===== src/rtl/mul_div_unit.sv =====
// mul_div_unit: iterative 18-bit multiply/divide unit. It accepts one request
// while idle, runs a fixed WIDTH-cycle shift-add or restoring-divide loop, and
// issues a single-cycle register-file write with the result.
//
// Handshake: START is the request valid and !BUSY is the ready. A request is
// accepted on a rising edge where START=1 and BUSY=0. BUSY stays high from
// that edge until the write cycle (DONE) has completed. START while BUSY=1 is
// dropped and never queued. The write strobe REG_WRITE_ENABLE has no
// back-pressure; the register file captures it on the edge that ends DONE.
module mul_div_unit #(
  parameter int WIDTH          = 18,
  parameter int REG_ADDR_WIDTH = 4
) (
  input  logic                      CPU_CLOCK,
  input  logic                      CLEAR,
  input  logic                      START,
  input  logic [1:0]                OP,
  input  logic [WIDTH-1:0]          OPERAND_A,
  input  logic [WIDTH-1:0]          OPERAND_B,
  input  logic [REG_ADDR_WIDTH-1:0] DEST_REG,
  output logic                      BUSY,
  output logic [REG_ADDR_WIDTH-1:0] WRITE_REG,
  output logic [WIDTH-1:0]          WRITE_DATA,
  output logic                      REG_WRITE_ENABLE,
  output logic                      DIV_BY_ZERO,
  output logic [1:0]                STATE_DEBUG
);

  typedef enum logic [1:0] {
    S_IDLE = 2'd0,
    S_RUN  = 2'd1,
    S_DONE = 2'd2
  } state_t;

  localparam int              CW        = $clog2(WIDTH + 1);
  localparam logic [CW-1:0]   LAST_ITER = CW'(WIDTH - 1);

  state_t                      state;
  state_t                      state_next;

  // Latched request; the live inputs may change after acceptance.
  logic [1:0]                  op_q;
  logic [WIDTH-1:0]            a_q;
  logic [WIDTH-1:0]            b_q;
  logic [REG_ADDR_WIDTH-1:0]   dest_q;
  logic                        dz_q;
  logic [CW-1:0]               cnt;

  // Shared accumulator pair.
  //   MUL/MULH: acc_hi = running high product (top bit always 0),
  //             acc_lo = multiplier shifting out / low product shifting in.
  //   DIV/REM : acc_hi = partial remainder, acc_lo = dividend shifting out /
  //             quotient bits shifting in.
  logic [WIDTH:0]              acc_hi;
  logic [WIDTH-1:0]            acc_lo;

  logic                        is_div_req;
  logic                        dz_req;

  logic [WIDTH:0]              mul_sum;
  logic [WIDTH:0]              mul_hi_next;
  logic [WIDTH-1:0]            mul_lo_next;
  logic [WIDTH:0]              rem_shift;
  logic [WIDTH:0]              div_diff;
  logic                        div_ok;
  logic [WIDTH:0]              div_hi_next;
  logic [WIDTH-1:0]            div_lo_next;
  logic [WIDTH:0]              hi_next;
  logic [WIDTH-1:0]            lo_next;
  logic [WIDTH-1:0]            iter_result;

  assign is_div_req = OP[1];
  assign dz_req     = is_div_req && (OPERAND_B == '0);

  // State register; CLEAR wins over any same-edge request.
  always_ff @(posedge CPU_CLOCK) begin
    if (CLEAR) begin
      state <= S_IDLE;
    end else begin
      state <= state_next;
    end
  end

  // Next-state decode: divide-by-zero skips the iteration loop entirely.
  always_comb begin
    state_next = state;
    case (state)
      S_IDLE: begin
        if (START) begin
          state_next = dz_req ? S_DONE : S_RUN;
        end
      end
      S_RUN: begin
        if (cnt == LAST_ITER) begin
          state_next = S_DONE;
        end
      end
      S_DONE:  state_next = S_IDLE;
      default: state_next = S_IDLE;
    endcase
  end

  // One iteration of shift-add multiply and restoring divide, selected by op.
  always_comb begin
    mul_sum     = acc_hi + {1'b0, (acc_lo[0] ? a_q : '0)};
    mul_hi_next = {1'b0, mul_sum[WIDTH:1]};
    mul_lo_next = {mul_sum[0], acc_lo[WIDTH-1:1]};

    rem_shift   = {acc_hi[WIDTH-1:0], acc_lo[WIDTH-1]};
    div_ok      = (rem_shift >= {1'b0, b_q});
    div_diff    = rem_shift - {1'b0, b_q};
    div_hi_next = div_ok ? div_diff : rem_shift;
    div_lo_next = {acc_lo[WIDTH-2:0], div_ok};

    hi_next     = op_q[1] ? div_hi_next : mul_hi_next;
    lo_next     = op_q[1] ? div_lo_next : mul_lo_next;

    case (op_q)
      2'b00:   iter_result = lo_next;
      2'b01:   iter_result = hi_next[WIDTH-1:0];
      2'b10:   iter_result = lo_next;
      default: iter_result = hi_next[WIDTH-1:0];
    endcase
  end

  // Datapath: latch on accept, iterate in RUN, load the write port on DONE entry.
  always_ff @(posedge CPU_CLOCK) begin
    if (CLEAR) begin
      op_q       <= '0;
      a_q        <= '0;
      b_q        <= '0;
      dest_q     <= '0;
      dz_q       <= 1'b0;
      cnt        <= '0;
      acc_hi     <= '0;
      acc_lo     <= '0;
      WRITE_DATA <= '0;
      WRITE_REG  <= '0;
    end else begin
      case (state)
        S_IDLE: begin
          if (START) begin
            op_q   <= OP;
            a_q    <= OPERAND_A;
            b_q    <= OPERAND_B;
            dest_q <= DEST_REG;
            cnt    <= '0;
            acc_hi <= '0;
            acc_lo <= is_div_req ? OPERAND_A : OPERAND_B;
            dz_q   <= dz_req;
            if (dz_req) begin
              // Quotient saturates to all ones; remainder is the dividend.
              WRITE_DATA <= OP[0] ? OPERAND_A : '1;
              WRITE_REG  <= DEST_REG;
            end
          end
        end
        S_RUN: begin
          acc_hi <= hi_next;
          acc_lo <= lo_next;
          cnt    <= cnt + CW'(1);
          if (cnt == LAST_ITER) begin
            WRITE_DATA <= iter_result;
            WRITE_REG  <= dest_q;
          end
        end
        S_DONE: begin
          dz_q <= 1'b0;
        end
        default: begin
          dz_q <= 1'b0;
        end
      endcase
    end
  end

  assign BUSY             = (state != S_IDLE);
  assign REG_WRITE_ENABLE = (state == S_DONE);
  assign DIV_BY_ZERO      = (state == S_DONE) && dz_q;
  assign STATE_DEBUG      = state;

endmodule


===== config.mk =====
export PLATFORM = sky130hd
export DESIGN_NAME = mul_div_unit
export DESIGN_NICKNAME = d
export VERILOG_FILES = /design/src/rtl/mul_div_unit.sv
export SDC_FILE = /design/constraint.sdc
export NUM_CORES = 1
export LEC_CHECK = 0
export ABC_AREA = 0
export BUFFER_PORTS_ARGS = -buffer_cell sky130_fd_sc_hd__buf_2
export CAP_MARGIN = 10
export CORE_MARGIN = 10
export CORE_UTILIZATION = 40
export CTS_BUF_LIST = sky130_fd_sc_hd__clkbuf_8
export CTS_CLUSTER_DIAMETER = 50
export CTS_CLUSTER_SIZE = 10
export DETAILED_ROUTE_END_ITERATION = 10
export PLACE_DENSITY_LB_ADDON = 0.12
export RECOVER_POWER = 50
export SYNTH_ARGS = -nofsm -noshare
export SYNTH_HDL_FRONTEND = slang
export SYNTH_SLANG_ARGS = --single-unit

===== constraint.sdc =====
create_clock -name CPU_CLOCK -period 3.3 [get_ports CPU_CLOCK]
set_input_delay 0.33 -clock CPU_CLOCK [delete_from_list [all_inputs] [get_ports CPU_CLOCK]]
set_output_delay 0.33 -clock CPU_CLOCK [all_outputs]
set_load 0.005 [all_outputs]

# Word level (Yosys, flattened, before mapping)
# Index checks and enable logic that the tools add are counted.
# op_classes
addsub,3
order_cmp,1
n_eq_ne,7
muxes,27
bitwise,1
n_reduce_logical,13
# ops
operator,n
2-to-1 mux 18 bit,9
case mux 18 bit (2 select lines),2
2-to-1 mux 19 bit,3
case mux 19 bit (2 select lines),1
adder 19 x 18 -> 19 bit,1
greater-or-equal comparator 19 x 18 -> 1 bit,1
subtractor 19 x 18 -> 19 bit,1
zero test 18 bit,1
2-to-1 mux 4 bit,3
case mux 5 bit (2 select lines),1
case mux 4 bit (2 select lines),1
AND reduction 2 bit,4
2-to-1 mux 2 bit,3
!= test 2 bit (second input constant),3
adder 5 x 1 -> 5 bit (second input constant),1
equality test 5 bit (second input constant),1
2-to-1 mux 5 bit,1
equality test 2 bit (second input constant),2
zero test 2 bit,2
case mux 2 bit (2 select lines),1
AND reduction 4 bit,1
nonzero test 2 bit,2
equality test 2 x 1 -> 1 bit (second input constant),1
logical AND 1 bit,2
4 further kinds,4
# word_totals
reg_bits,109
out_inout_bits,27
word_cells,63

# Logic depth before layout (Yosys ltp)
# Gate-level depths: netlist of the first run.
# depth
depth_word,6
mapped_depth,13
mapped_depth_nobuf,11

# Worst setup path before layout of the first run
# OpenSTA, ideal clock, no wires.
# synth_timing
path_type,reg2reg
from,register acc_lo[0]
to,register WRITE_DATA[15]
arrival_ps,2853
required_ps,3242
setup_slack_ps,390
path_stages_with_launch,13
synth_period_minus_slack_ps,2910
cell_sequence,dfxtp_1 clkbuf_1 and2_1 ha_1 fa_1 a211oi_1 o21bai_1 o22a_1 a41o_1 a31oi_1 xor2_1 a2111oi_0 a21o_1
# synth_between
elab_chain_cells,6
# synth_rtl
item,line_no,source
start: declaration,55,logic [WIDTH-1:0] acc_lo;
start signal: assignment,149,acc_lo <= is_div_req ? OPERAND_A : OPERAND_B;
start signal: assignment,160,acc_lo <= lo_next;
2-to-1 mux 18 bit,105,"mul_sum = acc_hi + {1'b0, (acc_lo[0] ? a_q : '0)};"
adder 19 x 18 -> 19 bit,105,
2-to-1 mux 19 bit,115,hi_next = op_q[1] ? div_hi_next : mul_hi_next;
2-to-1 mux 18 bit,118,case (op_q)
2-to-1 mux 18 bit,162,if (cnt == LAST_ITER) begin
case mux 18 bit (2 select lines),140,case (state)
end signal: assignment,153,WRITE_DATA <= OP[0] ? OPERAND_A : '1;
end signal: assignment,163,WRITE_DATA <= iter_result;
end: declaration,23,"output logic [WIDTH-1:0] WRITE_DATA,"
# No other way between the ends. The select of a mux whose other input is x is not followed.
# A chain may end at the register's enable or synchronous reset.

# Final worst setup path of the first run
# Ends and elaborated chain as after synthesis.

==> results of run 1 <==
-- timing repair --
action | 4_1_cts | 5_1_grt
buffers inserted | 0 | 0
gates resized for setup | 0 | 6
endpoints found under the setup margin | 0 | 6
-- registers in the layout (all words and copies together) (netlist names) --
register	flops
b_q	18
WRITE_DATA	18
STATE_DEBUG	2
cnt	5
dz_q	1
dest_q	4
acc_lo	18
WRITE_REG	4
acc_hi	19
op_q	2
a_q	18
-- layer usage --
layer / share of wire / routed length (um)
met5: 0 / 0
met4: 0.020 / 527
met3: 0.079 / 2100
met2: 0.44 / 11800
met1: 0.46 / 12100
-- Yosys cell counts (9+ instances only) --
cell type,n,share of area
a211oi_1,10,0.010
a21o_1,16,0.016
a21oi_1,104,0.071
a311oi_1,11,0.013
and2_1,23,0.020
clkbuf_1,47,0.024
dfxtp_1,109,0.30
ha_1,38,0.065
inv_1,34,0.018
mux2i_1,45,0.062
nand2_1,152,0.078
nand3_1,18,0.012
nor2_1,88,0.045
nor3_1,22,0.015
o21ai_0,48,0.033
o22ai_1,18,0.015
o31ai_1,9,0.0093
or3_1,10,0.0086
xnor2_1,12,0.014
xor2_1,14,0.017
-- worst register-to-register path: stages (launching register included) --
cell and delay [ns]:
dfxtp_2 0.39, and2_1 0.17, ha_1 0.21, fa_1 0.44
a211oi_1 0.26, o21bai_1 0.14, o22a_1 0.24, a41o_1 0.33
a31oi_1 0.22, xor2_1 0.11, a2111oi_1 0.40, a21o_1 0.16
-- power groups by stage --
stage	combinational (mW)	clock (mW)	sequential, mW
floorplan	0.739	0	1.49
CTS	1.11	0.878	1.48
finish	1.12	0.862	1.48
global route	1.23	0.924	1.49
detailed placement	1.11	0	1.51
global placement	1.11	0	1.51
-- layout by cell type (no fill, tap or decap), types with 11 or more instances in the layout --
cell type	synthesis	routed
a21o_1	16	16
a21oi_1	104	103
a311oi_1	11	11
and2_1	23	22
buf_2	2	46
buf_4	0	33
clkbuf_1	47	26
dfxtp_1	109	107
ha_1	38	38
inv_1	34	34
mux2i_1	45	45
nand2_1	152	152
nand3_1	18	18
nor2_1	88	87
nor3_1	22	22
o21ai_0	48	47
o22ai_1	18	18
xnor2_1	12	12
xor2_1	14	14
-- worst min path at each step --
stage | from | to | slack (ns) | depth (start not counted)
6_report | DEST_REG[2] | dest_q[2] | 0.16 | 3
5_1_grt | DEST_REG[0] | dest_q[0] | 0.15 | 3
4_1_cts | DEST_REG[0] | dest_q[0] | 0.15 | 3
3_5_place_dp | a_q[6] | a_q[6] | 0.45 | 2
3_3_place_gp | a_q[12] | a_q[12] | 0.44 | 2
2_1_floorplan | a_q[0] | a_q[0] | 0.43 | 2
-- through the flow --
| stage | utilization | setup slack, ns | cell area [um2] | cells |
|---|---|---|---|---|
| after CTS | 0.456 | 0.143 | 8180 | 1258 |
| after global placement | 0.445 | 0.224 | 7990 | 1242 |
| after detailed placement | 0.445 | 0.206 | 7990 | 1242 |
| final | 0.454 | 0.185 | 8150 | 1258 |
| after floorplan | - | 0.390 | 7280 | 962 |
| after global routing | 0.454 | 0.0165 | 8150 | 1258 |
-- cell type report --
cell class / count / share of cell area
Clock buffer: 10 / 0.0169
Clock inverter: 6 / 0.00675
Inverter: 35 / 0.0161
Multi-Input combinational cell: 763 / 0.584
Sequential cell: 109 / 0.268
Tap cell: 229 / 0.0352
Timing Repair Buffer: 106 / 0.0731
-- cells by family after synthesis --
group           count (synthesis)  synth area share
mux                            48            0.0681
fa+ha+maj                      40            0.0708
xor+xnor                       26            0.0313
simple gates                  355             0.218
buf+inv                        90            0.0488
compound gates                294             0.263
flops                         109             0.300
==> impl_metrics.py, run 1 <==
metrics = {
    "outcome": {
        "status": "finished with violations",
        "violations": "capacitance limit, slew limit",
    },
    "clock_network": {
        "insertion_delay_ns": 0.41,
        "hold_buffers": 0,
        "clock-sinks": 109,
        "cts_made_buffers": 9,
        "ctsLongestPathBuffers": 2,
        "htree_levels": 3,
        "clk_pin_slew_ns": 0.13,
        "cts_root_buf": "clkbuf_8",
        "cts_tree": "done",
    },
    "cells_and_area": {
        "num-fill-cells": 1901,
        "multi_input_area_um2": 4760,
        "syn_to_final_growth_pct": 11.9,
        "layout.nets": 1109,
        "diodes": 0,
        "seq_area_um2": 2180,
        "drive_gt1_frac": 0.113,
    },
    "power": {
        "power_frac_clock": 0.248,
        "p_int_mw": 2.13,
        "switching_share": 0.385,
        "vdd_drop_max_v": 0.000297,
        "pwr-share-seq": 0.428,
        "switching_power_mw": 1.33,
        "p_total_mw": 3.47,
        "combPwrFrac": 0.324,
        "p_leak_nw": 3.38,
        "powerDensity_nw_per_um2": 426,
    },
    "synthesis": {
        "seq_area_frac_synth": 0.300,
        "ys_types": 70,
        "async_flop_share": 0,
        "synth-edff-count": 0,
        "ys_warn_count": 0,
        "syn_area_um2": 7280,
        "synth_cells": 962,
        "syn_avg_cell_area_um2": 7.57,
        "synth_fp_nets": 1047,
        "ys.flop_type": "dfxtp_1",
        "ys_seq_elements": 109,
    },
    "critical_path": {
        "critPathArrivalTime_ns": 3.47,
        "r2r_setup_slack_ns": 0.19,
        "crit_start": "acc_lo[0]",
        "startpoint_type": "flip-flop",
        "crit_type": "reg2reg",
        "slowest_delay_ns": 0.44,
        "r2r.worst_path.cells": 11,
        "rr_endpoint": "WRITE_DATA[15]",
        "critPathRequiredTime_ns": 3.66,
        "cp_cell_sequence": "and2_1, ha_1, fa_1, a211oi_1, o21bai_1, o22a_1, a41o_1, a31oi_1, xor2_1, a2111oi_1, a21o_1",
        "crit_family": "compound AO/OA/AOI/OAI gates",
        "crit_path_max_fanout": 11,
        "path_depth": 11,
        "critPathBufInv": 0,
        "crit_slowest_cell": "fa_1",
        "end_kind": "flip-flop",
        "rr_startpoint": "acc_lo[0]",
        "crit_end": "WRITE_DATA[15]",
    },
    "timing": {
        "finalMaxSlewViolations": 39,
        "hold_violations": 0,
        "finalCritPeriodShare": 0.944,
        "rsz0062_at_grt": "no",
        "max_freq_mhz": 321,
        "hold_ws_ns": 0.162,
        "setup_viol": 0,
        "period_minus_slack_ns": 3.11,
        "relSlewSlack": -0.0121,
        "worstMarginPinSlew_ns": 1.51,
        "fin_worst_skew_ns": 0.0165,
        "tns_ns": 0,
    },
    "hold_path": {
        "hold_path.class": "in2reg",
    },
    "routing": {
        "drtAntennaViolNets": 0,
        "vias_per_cell": 5.89,
        "routed_wl_mm": 26.5,
        "dr.pass1.iters": 5,
        "route.detailed.drc": 0,
        "post_drt_wl_per_cell_um": 21.0,
        "drtIter0Drc": 618,
        "vias": 7407,
    },
    "placement": {
        "gp_congestion": 0.914,
        "place_hpwl_mm": 19.9,
        "numPortBuffers": 71,
    },
    "floorplanning": {
        "die_h_um": 155,
        "io_pins": 72,
        "core_area_um2": 18000,
        "initial_core_util": 0.405,
        "dieArea_um2": 24000,
        "row_count": 49,
        "die_w_um": 155,
    },
    "global_route": {
        "grtUsageMet3": 0.0364,
        "grt_pass1_wl_mm": 40.8,
        "grt_start_max_net_pins": 55,
        "grt_use_met2": 0.327,
        "overflow": 0,
        "busiest_layer": "met2",
        "track_usage": 0.214,
        "grt_antenna_before_repair": 0,
        "grt_util_met1": 0.301,
        "grt_pass1_vias": 6908,
    },
    "flow_run": {
        "drv_cap": 1,
    },
}
No activity file was read; power rests on OpenSTA's default activity.
==> run 2, diff against run 1 <==
- CORE_UTILIZATION: 40 -> 43
==> impl_metrics.py, run 2 (same netlist as run 1, synthesis figures left out) <==
metrics = {
    "outcome": {
        "status": "finished clean",
    },
    "global_route": {
        "grt_start_max_net_pins": 59,
        "overflow": 0,
        "grt_antenna_before_repair": 0,
        "track_usage": 0.221,
        "grt_pass1_wl_mm": 39.4,
        "grt_util_met1": 0.326,
        "grt_use_met2": 0.332,
        "grtUsageMet3": 0.0306,
        "grt_pass1_vias": 6790,
        "busiest_layer": "met2",
    },
    "critical_path": {
        "crit_family": "compound AO/OA/AOI/OAI gates",
        "crit_end": "WRITE_DATA[15]",
        "crit_path_max_fanout": 11,
        "critPathArrivalTime_ns": 3.53,
        "crit_start": "acc_lo[0]",
        "path_depth": 11,
        "startpoint_type": "flip-flop",
        "rr_startpoint": "acc_lo[0]",
        "critPathBufInv": 0,
        "r2r_setup_slack_ns": 0.13,
        "rr_endpoint": "WRITE_DATA[15]",
        "end_kind": "flip-flop",
        "crit_type": "reg2reg",
        "slowest_delay_ns": 0.43,
        "critPathRequiredTime_ns": 3.65,
        "r2r.worst_path.cells": 11,
        "cp_cell_sequence": "and2_1, ha_1, fa_1, a211oi_1, o21bai_1, o22a_1, a41o_1, a31oi_1, xor2_1, a2111oi_1, a21o_1",
        "crit_slowest_cell": "a2111oi_1",
    },
    "timing": {
        "finalCritPeriodShare": 0.962,
        "hold_violations": 0,
        "fin_worst_skew_ns": 0.0160,
        "finalMaxSlewViolations": 0,
        "setup_viol": 0,
        "worstMarginPinSlew_ns": 1.36,
        "rsz0062_at_grt": "yes",
        "relSlewSlack": 0.0887,
        "max_freq_mhz": 315,
        "hold_ws_ns": 0.171,
        "period_minus_slack_ns": 3.17,
    },
    "hold_path": {
        "hold_path.class": "in2reg",
    },
    "cells_and_area": {
        "utilization": 0.489,
        "layout.nets": 1107,
        "final_cell_mix": "nand2_1, dfxtp_1, a21oi_1",
        "syn_to_final_growth_pct": 11.3,
        "largest_reg_flops": 19,
        "regMostFlops": "acc_hi",
        "layout_commonest_cell": "nand2_1",
        "diodes": 0,
        "stdcell_area_um2": 8100,
        "drive_gt1_frac": 0.102,
    },
    "clock_network": {
        "insertion_delay_ns": 0.40,
        "cts_root_buf": "clkbuf_8",
        "ctsLongestPathBuffers": 2,
        "cts_made_buffers": 9,
        "clock-sinks": 109,
        "cts_tree": "done",
        "clk_pin_slew_ns": 0.10,
        "htree_levels": 3,
    },
    "floorplanning": {
        "initial_core_util": 0.439,
        "die_w_um": 150,
        "dieArea_um2": 22500,
        "die_h_um": 150,
        "core_area_um2": 16600,
        "io_pins": 72,
        "row_count": 47,
    },
    "routing": {
        "vias_per_cell": 5.95,
        "drtIter0Drc": 633,
        "route.detailed.drc": 0,
        "post_drt_wl_per_cell_um": 20.4,
        "vias": 7414,
        "drtAntennaViolNets": 0,
        "routed_wl_mm": 25.5,
        "dr.pass1.iters": 5,
    },
    "power": {
        "vdd_drop_max_v": 0.000243,
        "powerDensity_nw_per_um2": 418,
        "p_total_mw": 3.39,
        "p_leak_nw": 3.39,
    },
    "placement": {
        "numPortBuffers": 71,
        "place_hpwl_mm": 19.1,
        "placed_cell_area_um2": 7970,
        "gp_congestion": 0.901,
    },
    "flow_run": {
        "drv_cap": 0,
    },
}
## run 2: report_power, final
group / total, mW / switching (mW) / internal, mW
clock: 0.801 / 0.489 / 0.312
combinational: 1.10 / 0.695 / 0.409
sequential: 1.48 / 0.0741 / 1.41
## run 2: worst min-delay path by stage
stage                        from   endpoint  slack [ns]  cells after the start
global placement          a_q[17]    a_q[17]        0.44                      2
floorplan                  a_q[0]     a_q[0]        0.43                      2
CTS                   DEST_REG[2]  dest_q[2]        0.16                      3
detailed placement        a_q[14]    a_q[14]        0.44                      2
global route        OPERAND_B[11]    b_q[11]        0.18                      3
finish                DEST_REG[2]  dest_q[2]        0.17                      3
## run 2: worst register-to-register path, cell delays in order, from the launching register on
cell and delay (ns):
dfxtp_1 0.40, and2_1 0.19, ha_1 0.20, fa_1 0.42, a211oi_1 0.26, o21bai_1 0.14
o22a_1 0.25, a41o_1 0.34, a31oi_1 0.21, xor2_1 0.12, a2111oi_1 0.43, a21o_1 0.17
## run 2: metrics by stage
stage	setup TNS [ns]	setup WS, ns	instances
4_1_cts	0	0.162	1247
3_5_place_dp	0	0.187	1231
3_3_place_gp	0	0.245	1231
6_report	0	0.126	1247
5_1_grt	-0.284	-0.0725	1247
2_1_floorplan	0	0.390	962
## run 2: what timing repair did
action                                  CTS  global route
endpoints found under the setup margin    0             6
hold endpoints to repair                  0             0
setup buffers                             0             0
gates resized for setup                   0             1
hold buffers                              0             0
## run 2: layout make-up
| cell class | instances | area, um2 |
|---|---|---|
| clock buffer | 11 | 151 |
| clock inverter | 5 | 27.5 |
| fill | 1785 | 8480 |
| inverter | 35 | 131 |
| multi-input combinational | 763 | 4740 |
| sequential | 109 | 2180 |
| tap | 220 | 275 |
| timing repair buffer | 104 | 588 |
## run 2: per-layer routing
layer / up-vias / share of wire
met3: 25 / 0.065
met5: - / 0
met2: 280 / 0.44
li1: 3573 / -
met4: 0 / 0.012
met1: 3536 / 0.48
==> run 3, diff against run 2 <==
- BUFFER_PORTS_ARGS: -buffer_cell sky130_fd_sc_hd__buf_2 -> -buffer_cell sky130_fd_sc_hd__clkbuf_2
==> impl_metrics.py, run 3 (same netlist as run 1, synthesis figures left out) <==
metrics = {
    "floorplanning": {
        "row_count": 47,
        "core_area_um2": 16600,
        "die_h_um": 150,
        "dieArea_um2": 22500,
        "initial_core_util": 0.439,
        "die_w_um": 150,
        "io_pins": 72,
    },
    "cells_and_area": {
        "final_cell_mix": "nand2_1, dfxtp_1, a21oi_1",
        "drive_gt1_frac": 0.105,
        "syn_to_final_growth_pct": 11.2,
        "largest_reg_flops": 19,
        "stdcell_area_um2": 8100,
        "diodes": 0,
        "layout.nets": 1107,
        "layout_commonest_cell": "nand2_1",
        "utilization": 0.488,
        "regMostFlops": "acc_hi",
    },
    "clock_network": {
        "htree_levels": 3,
        "clock-sinks": 109,
        "post_cts_buffers": 0,
        "cts_root_buf": "clkbuf_8",
        "insertion_delay_ns": 0.40,
        "clk_pin_slew_ns": 0.11,
        "cts_made_buffers": 9,
        "cts_tree": "done",
        "ctsLongestPathBuffers": 2,
        "hold_buffers": 0,
    },
    "timing": {
        "max_freq_mhz": 323,
        "period_minus_slack_ns": 3.10,
        "fin_worst_skew_ns": 0.0184,
        "hold_violations": 0,
        "tns_ns": 0,
        "relSlewSlack": -0.155,
        "worstMarginPinSlew_ns": 1.73,
        "hold_ws_ns": 0.153,
        "finalCritPeriodShare": 0.939,
        "rsz0062_at_grt": "no",
        "finalMaxSlewViolations": 75,
        "setup_viol": 0,
    },
    "global_route": {
        "grt_pass1_vias": 6920,
        "grt_start_max_net_pins": 60,
        "track_usage": 0.224,
        "grt_pass1_wl_mm": 39.9,
        "overflow": 0,
        "grt_antenna_before_repair": 0,
    },
    "flow_run": {
        "drv_cap": 2,
    },
    "routing": {
        "drtIter0Drc": 741,
        "post_drt_wl_per_cell_um": 20.5,
        "route.detailed.drc": 0,
        "vias_per_cell": 5.94,
        "drtAntennaViolNets": 0,
        "dr.pass1.iters": 5,
        "vias": 7413,
        "routed_wl_mm": 25.6,
    },
    "critical_path": {
        "end_kind": "flip-flop",
        "crit_type": "reg2reg",
        "crit_slowest_cell": "fa_1",
        "critPathBufInv": 0,
        "slowest_delay_ns": 0.42,
        "startpoint_type": "flip-flop",
        "critPathRequiredTime_ns": 3.65,
        "crit_path_max_fanout": 7,
        "critPathArrivalTime_ns": 3.45,
        "crit_family": "compound AO/OA/AOI/OAI gates",
        "cp_cell_sequence": "and2_1, ha_1, fa_1, a211oi_1, o21bai_1, o22a_1, a41o_1, a31oi_1, xor2_1, a2111oi_0, a21o_1",
    },
    "hold_path": {
        "hold_path.class": "in2reg",
    },
    "power": {
        "p_total_mw": 3.44,
        "powerDensity_nw_per_um2": 425,
        "vdd_drop_max_v": 0.000275,
        "p_leak_nw": 3.37,
    },
    "placement": {
        "gp_congestion": 0.904,
        "placed_cell_area_um2": 7950,
        "place_hpwl_mm": 19.2,
        "numPortBuffers": 71,
    },
    "outcome": {
        "status": "finished with violations",
        "violations": "capacitance limit, slew limit",
    },
}
## run 3: area by class of cell
| class | instances | area (um2) |
|---|---|---|
| fillers | 1754 | 8480 |
| clock buffers | 9 | 124 |
| flip-flops and latches | 109 | 2180 |
| repair buffers | 104 | 566 |
| well taps | 220 | 275 |
| clock inverters | 7 | 66.3 |
| inverters | 35 | 131 |
| multi-input cells | 763 | 4750 |
## run 3: final timing paths
path | startpoint | to | slack, ns | depth (start not counted)
max | acc_lo[0] | WRITE_DATA[15] | 0.20 | 11
max reg2reg | acc_lo[0] | WRITE_DATA[15] | 0.20 | 11
min | DEST_REG[3] | dest_q[3] | 0.15 | 3
min reg2reg | a_q[14] | a_q[14] | 0.46 | 2
## run 3: repair_timing
item                       CTS  global route
resized for setup            0             2
hold endpoints to repair     0             0
setup endpoints to repair    0             6
## run 3: tightest hold or removal path, cell delays in order
cell and delay (ns):
clkbuf_2 0.09, nand2_1 0.05, a21oi_1 0.05
## run 3: report_power, final
group / switching (mW) / leakage [nW] / internal, mW
clock: 0.504 / 0.0982 / 0.348
sequential: 0.0723 / 0.891 / 1.41
combinational: 0.699 / 2.38 / 0.409
## run 3: per-stage QoR
stage | std cells | worst slack [ns]
4_1_cts | 1247 | 0.164
2_1_floorplan | 962 | 0.390
6_report | 1247 | 0.203
3_3_place_gp | 1231 | 0.257
5_1_grt | 1247 | 0.00822
3_5_place_dp | 1231 | 0.202
## run 3: layer usage
layer	global-route usage	routed length [um]
met2	0.338	11200
met5	0	0
met4	0.0598	417
met3	0.0312	1700
met1	0.324	12300
